==> src/rtl/axi_wr_burst_gen.sv <==
// axi_wr_burst_gen: splits a (start address, beat count) write command into
// AXI4 INCR bursts with one burst outstanding at a time. The W channel is a
// zero-latency passthrough of the s_* beat stream.
// Optional build macro: AXI_WR_4K_SPLIT_EN -- when defined, no burst crosses
// a 4 KB address boundary; otherwise bursts are capped by MAX_BURST only.
module axi_wr_burst_gen #(
  parameter int ADDR_WIDTH = 29,
  parameter int DATA_WIDTH = 256,
  parameter int ID_WIDTH   = 4,
  parameter int AXI_ID     = 0,
  parameter int MAX_BURST  = 64
) (
  input  logic                    clock,
  input  logic                    rst,
  input  logic                    cmd_valid,
  output logic                    cmd_ready,
  input  logic [ADDR_WIDTH-1:0]   cmd_addr,
  input  logic [23:0]             cmd_beats,
  input  logic                    s_valid,
  output logic                    s_ready,
  input  logic [DATA_WIDTH-1:0]   s_data,
  output logic                    done,
  output logic                    busy,
  output logic                    err,
  output logic [ID_WIDTH-1:0]     axi_awid,
  output logic [ADDR_WIDTH-1:0]   axi_awaddr,
  output logic [7:0]              axi_awlen,
  output logic [2:0]              axi_awsize,
  output logic [1:0]              axi_awburst,
  output logic                    axi_awvalid,
  input  logic                    axi_awready,
  output logic [DATA_WIDTH-1:0]   axi_wdata,
  output logic [DATA_WIDTH/8-1:0] axi_wstrb,
  output logic                    axi_wlast,
  output logic                    axi_wvalid,
  input  logic                    axi_wready,
  input  logic                    axi_bvalid,
  input  logic [1:0]              axi_bresp,
  output logic                    axi_bready
);
  localparam int BPB   = DATA_WIDTH / 8;
  localparam int ALIGN = $clog2(BPB);

  typedef enum logic [1:0] {S_IDLE, S_AW, S_W, S_B} state_t;

  state_t                  state;
  logic [23:0]             rem;       // beats not yet assigned to a burst
  logic [8:0]              len_q;     // beats in the current burst
  logic [7:0]              beat_cnt;  // beats sent in the current burst
  logic [ADDR_WIDTH-1:0]   cmd_addr_al;
  logic [12:0]             b4k_cmd;   // beats left before 4 KB, for a new command
  logic [12:0]             b4k_cur;   // same, for the next burst of this command
  logic                    w_hs;

  assign cmd_addr_al = cmd_addr & ~ADDR_WIDTH'(BPB - 1);

`ifdef AXI_WR_4K_SPLIT_EN
  assign b4k_cmd = (13'd4096 - {1'b0, cmd_addr_al[11:0]}) >> ALIGN;
  assign b4k_cur = (13'd4096 - {1'b0, axi_awaddr[11:0]}) >> ALIGN;
`else
  // Larger than any legal burst, so the boundary term never limits.
  assign b4k_cmd = '1;
  assign b4k_cur = '1;
`endif

  // len = min(rem, MAX_BURST, beats to 4 KB); MAX_BURST <= 256 fits in 9 bits
  function automatic logic [8:0] calc_len(input logic [23:0] r, input logic [12:0] b4k);
    logic [8:0] l;
    l = (r > 24'(MAX_BURST)) ? 9'(MAX_BURST) : r[8:0];
    if (b4k < {4'd0, l}) l = b4k[8:0];
    return l;
  endfunction

  assign axi_awid    = ID_WIDTH'(AXI_ID);
  assign axi_awsize  = 3'(ALIGN);
  assign axi_awburst = 2'b01;
  assign axi_wstrb   = '1;
  assign axi_wdata   = s_data;
  assign axi_wvalid  = (state == S_W) && s_valid;
  assign s_ready     = (state == S_W) && axi_wready;
  assign axi_wlast   = (state == S_W) && ({1'b0, beat_cnt} == len_q - 9'd1);
  assign w_hs        = axi_wvalid && axi_wready;

  // Command / burst sequencer with registered handshake and status outputs
  always_ff @(posedge clock or posedge rst) begin
    if (rst) begin
      state       <= S_IDLE;
      rem         <= '0;
      len_q       <= '0;
      beat_cnt    <= '0;
      cmd_ready   <= 1'b1;
      busy        <= 1'b0;
      done        <= 1'b0;
      err         <= 1'b0;
      axi_awaddr  <= '0;
      axi_awlen   <= '0;
      axi_awvalid <= 1'b0;
      axi_bready  <= 1'b0;
    end else begin
      done <= 1'b0;
      case (state)
        S_IDLE: begin
          if (cmd_valid) begin
            err        <= 1'b0;
            axi_awaddr <= cmd_addr_al;
            rem        <= cmd_beats;
            if (cmd_beats == 24'd0) begin
              done <= 1'b1;
            end else begin
              len_q       <= calc_len(cmd_beats, b4k_cmd);
              axi_awlen   <= 8'(calc_len(cmd_beats, b4k_cmd) - 9'd1);
              axi_awvalid <= 1'b1;
              cmd_ready   <= 1'b0;
              busy        <= 1'b1;
              state       <= S_AW;
            end
          end
        end
        S_AW: begin
          if (axi_awready) begin
            // awaddr is free to advance once the address is accepted
            axi_awvalid <= 1'b0;
            axi_awaddr  <= axi_awaddr + (ADDR_WIDTH'(len_q) << ALIGN);
            rem         <= rem - 24'(len_q);
            beat_cnt    <= '0;
            state       <= S_W;
          end
        end
        S_W: begin
          if (w_hs) begin
            beat_cnt <= beat_cnt + 8'd1;
            if (axi_wlast) begin
              axi_bready <= 1'b1;
              state      <= S_B;
            end
          end
        end
        S_B: begin
          if (axi_bvalid) begin
            axi_bready <= 1'b0;
            if (axi_bresp != 2'b00) err <= 1'b1;
            if (rem == 24'd0) begin
              done      <= 1'b1;
              cmd_ready <= 1'b1;
              busy      <= 1'b0;
              state     <= S_IDLE;
            end else begin
              len_q       <= calc_len(rem, b4k_cur);
              axi_awlen   <= 8'(calc_len(rem, b4k_cur) - 9'd1);
              axi_awvalid <= 1'b1;
              state       <= S_AW;
            end
          end
        end
        default: state <= S_IDLE;
      endcase
    end
  end
endmodule

==> config.mk <==
export PLATFORM = sky130hd
export DESIGN_NAME = axi_wr_burst_gen
export DESIGN_NICKNAME = d
export VERILOG_FILES = /design/src/rtl/axi_wr_burst_gen.sv
export SDC_FILE = /design/constraint.sdc
export NUM_CORES = 1
export LEC_CHECK = 0
export ABC_AREA = 1
export ABC_CLOCK_PERIOD_IN_PS = 5000
export CAP_MARGIN = 20
export CELL_PAD_IN_SITES_DETAIL_PLACEMENT = 1
export CELL_PAD_IN_SITES_GLOBAL_PLACEMENT = 2
export CORE_AREA = 2 2 258 260
export DETAILED_ROUTE_END_ITERATION = 10
export DIE_AREA = 0 0 260 262
export HOLD_SLACK_MARGIN = 0.05
export PLACE_DENSITY_LB_ADDON = 0.1
export SYNTH_ARGS = -nofsm -noshare
export SYNTH_HDL_FRONTEND = slang
export SYNTH_SLANG_ARGS = --single-unit
==> constraint.sdc <==
create_clock -name clock -period 5 [get_ports clock]
set_clock_uncertainty 0.2 [all_clocks]
set_input_delay 0.5 -clock clock [delete_from_list [all_inputs] [get_ports clock]]
set_output_delay 0.5 -clock clock [all_outputs]
set_load 0.005 [all_outputs]
==> flow_summary.yaml <==
place:
  dpl.hpwl_um: 27170
  portBuffers: 97
  place.gp.congestion: 0.6841
  dpl_cell_area_sq_um: 8558
clock_network:
  cts_tree: "built"
  tritoncts.num_buffers: 9
  cts_buffer_depth: 2
  clk_pin_slew_ps: 70
  root_buffer: "clkbuf_16"
  cts_num_sinks: 81
  postCtsSetupRepairBufs: 0
  htreeDepth: 3
  cts_hold_buf: 0
  cts_resized: 0
  clk_latency_ps: 390
sta:
  grt_setup_unrepaired: "false"
  tightestPinTransition_ps: 898.4
  period_needed_ps: 3677
  setup_tns_ps: 0
  maxSlewHeadroom: 0.4011
  fmaxAchievable_mhz: 272.0
  drv_slew: 0
  finalHoldViolations: 0
  setup-violations-final: 0
  fin_crit_sh: 0.7353
run:
  drv_cap: 0
synthesis:
  netlist_top_cells_area: "buf_4 26%, dfrtp_1 23%, nand2_1 11%"
  yosysTopAreaCell: "buf_4"
  synthDistinctLibCells: 43
  ys_top_cells_by_count: "302 x buf_4, 263 x nand2_1, 148 x nor2_1"
  synthFlopType: "dfrtp_1"
  synth_edf_count: 0
  async_reset_ff_frac: 1.000
  synth.most_common_cell: "buf_4"
  yosysSeqAreaShare: 0.2332
  synthesis.area_sq_um: 8697
  synthCells: 1285
  ys_ff_latch: 81
  synth_top_cell_area_share: 0.2607
  syn_area_per_cell_sq_um: 6.768
  yosys_warnings: 0
route:
  first_iter_violations: 261
  ant_nets: 0
  totalWireLength_um: 34430
  drtPass1Iterations: 4
  post_drt_wl_per_cell_um: 17.36
  routed_via_density: 3.581
  vias: 7102
  drc: 0
hold_path:
  hold_depth: 2
  hold_path.class: "reg2reg"
  whs_endpoint: "cmd_ready"
  hp-start: "cmd_ready"
layout:
  postLayoutCellArea_sq_um: 8872
  layout.nets: 1459
  areaGrowthSynthToFinish_pct: 2.014
  layout-drive-gt1-share: 0.06082
floorplan:
  start_util: 0.1332
  io_pins: 661
  coreArea_sq_um: 65280
  num_rows: 94
  die-area_sq_um: 68120
  chipWidth_um: 260
  fp.dieH_um: 262
setup_path:
  reg2reg_to: "rem[20]"
  worstPathRequired_ps: 4300
  critPathArrivalTime_ps: 2980
  setup.worst_path.class: "reg2out"
  crit_path_end_kind: "output port"
  reg2reg_depth: 10
  timing.reg2reg.setup_slack_ps: 1850
  cp_max_fo: 6
  r2r-start: "state[1]"
  start_kind: "flip-flop"
global_route:
  grt_pass1_wl_um: 50990
  globalRouteOverflowTotal: 0
  grt_pass1_vias: 7792
  grt_max_degree: 70
  antenna_found_initial: 1
  track_usage: 0.1020
pwr:
  ir_drop_uv: 284.3
  p_leak_uw: 0.003817
  powerDensity_nw_per_um2: 596.5
status:
  status: "completed"
-- power breakdown --
group / internal (uW) / switching, uW
combinational: 1110 / 2100
clock: 450 / 348
sequential: 930 / 356
total: 2490 / 2800
-- flip-flops by register name, indices dropped and copies added, names as in the netlist --
signal,count
beat_cnt,8
done,1
axi_awaddr,24
cmd_ready,1
axi_bready,1
busy,1
state,2
rem,24
err,1
len_q,9
axi_awlen,8
axi_awvalid,1
-- critical path, stage by stage (launching register included) --
cell and delay, ps:
dfrtp_1 480, inv_1 240, ha_1 350, nand2_1 140, nand2_1 100, nand2_1 60, nand2_1 80, nand3_1 80
nor3_1 180, nand4_1 220, nor2_1 160, clkdlybuf4s50_1 510
-- placed cells by master, fill, tap and decap left out, drive strengths merged --
cell type / netlist / routed
xor2: 10 / 10
clkdlybuf4s50: 0 / 97
dfstp: 1 / 1
nand3b: 5 / 5
o21bai: 6 / 6
fa: 2 / 2
nor2: 162 / 162
o21ai: 81 / 81
a21o: 5 / 5
o22ai: 6 / 6
buf: 322 / 5
nor3: 11 / 11
a31oi: 4 / 4
clkinv: 1 / 2
nand3: 79 / 79
inv: 107 / 107
conb: 2 / 46
nand4: 20 / 20
o21a: 9 / 9
ha: 25 / 25
xnor2: 5 / 5
nand2: 271 / 271
o211ai: 8 / 8
nor4: 2 / 2
bufinv: 0 / 2
nor3b: 4 / 4
dfrtp: 80 / 80
and3: 1 / 1
or2: 4 / 4
clkbuf: 6 / 12
a21oi: 46 / 46
diode: 0 / 1
-- layout make-up --
cell class | instances | area, sq um
sequential | 81 | 2028
tap | 864 | 1081
timing repair buffer | 102 | 1008
fill | 7930 | 56400
multi-input combinational | 812 | 4033
clock buffer | 12 | 246.5
clock inverter | 3 | 65.06
inverter | 108 | 407.9
antenna | 1 | 2.502
-- metrics by stage --
step / total power, uW / worst slack, ps / cells / utilization / hold slack, ps
6_report: 5292 / 1323 / 1983 / 0.1359 / 295.0
5_1_grt: 5937 / 850.8 / 1982 / 0.1359 / 331.5
4_1_cts: 5519 / 1113 / 1982 / 0.1359 / 301.7
3_3_place_gp: 4667 / 1269 / 1967 / 0.1311 / 290.3
3_5_place_dp: 4663 / 1268 / 1967 / 0.1311 / 289.6
2_1_floorplan: 3476 / 2222 / 1329 / - / 262.5
-- worst max-delay path by stage --
stage | startpoint | endpoint | slack [ps]
finish | len_q[1] | axi_wlast | 1320
global route | len_q[1] | axi_wlast | 850
CTS | len_q[1] | axi_wlast | 1110
detailed placement | cmd_beats[22] | axi_awlen[4] | 1270
global placement | cmd_beats[23] | axi_awlen[4] | 1270
floorplan | rst | axi_awaddr[10] | 2220
-- cell families (layout without fill, tap and decap cells) --
family          after synthesis  count (layout)  share of synthesized area
simple gates                559             559                     0.2785
buf+inv                     436             225                     0.3231
compound gates              165             165                     0.1086
flops                        81              81                     0.2332
fa+ha+maj                    27              27                    0.04057
xor+xnor                     15              15                    0.01511
other cells                   2              47                  0.0008635
-- routing by layer --
| metal | track usage | part of all wire |
|---|---|---|
| met2 | 0.1718 | 0.48 |
| met1 | 0.1243 | 0.45 |
| met5 | 0 | 0.00046 |
| met3 | 0.02575 | 0.047 |
| met4 | 0.04023 | 0.026 |
(Power assumes the default switching activity.)
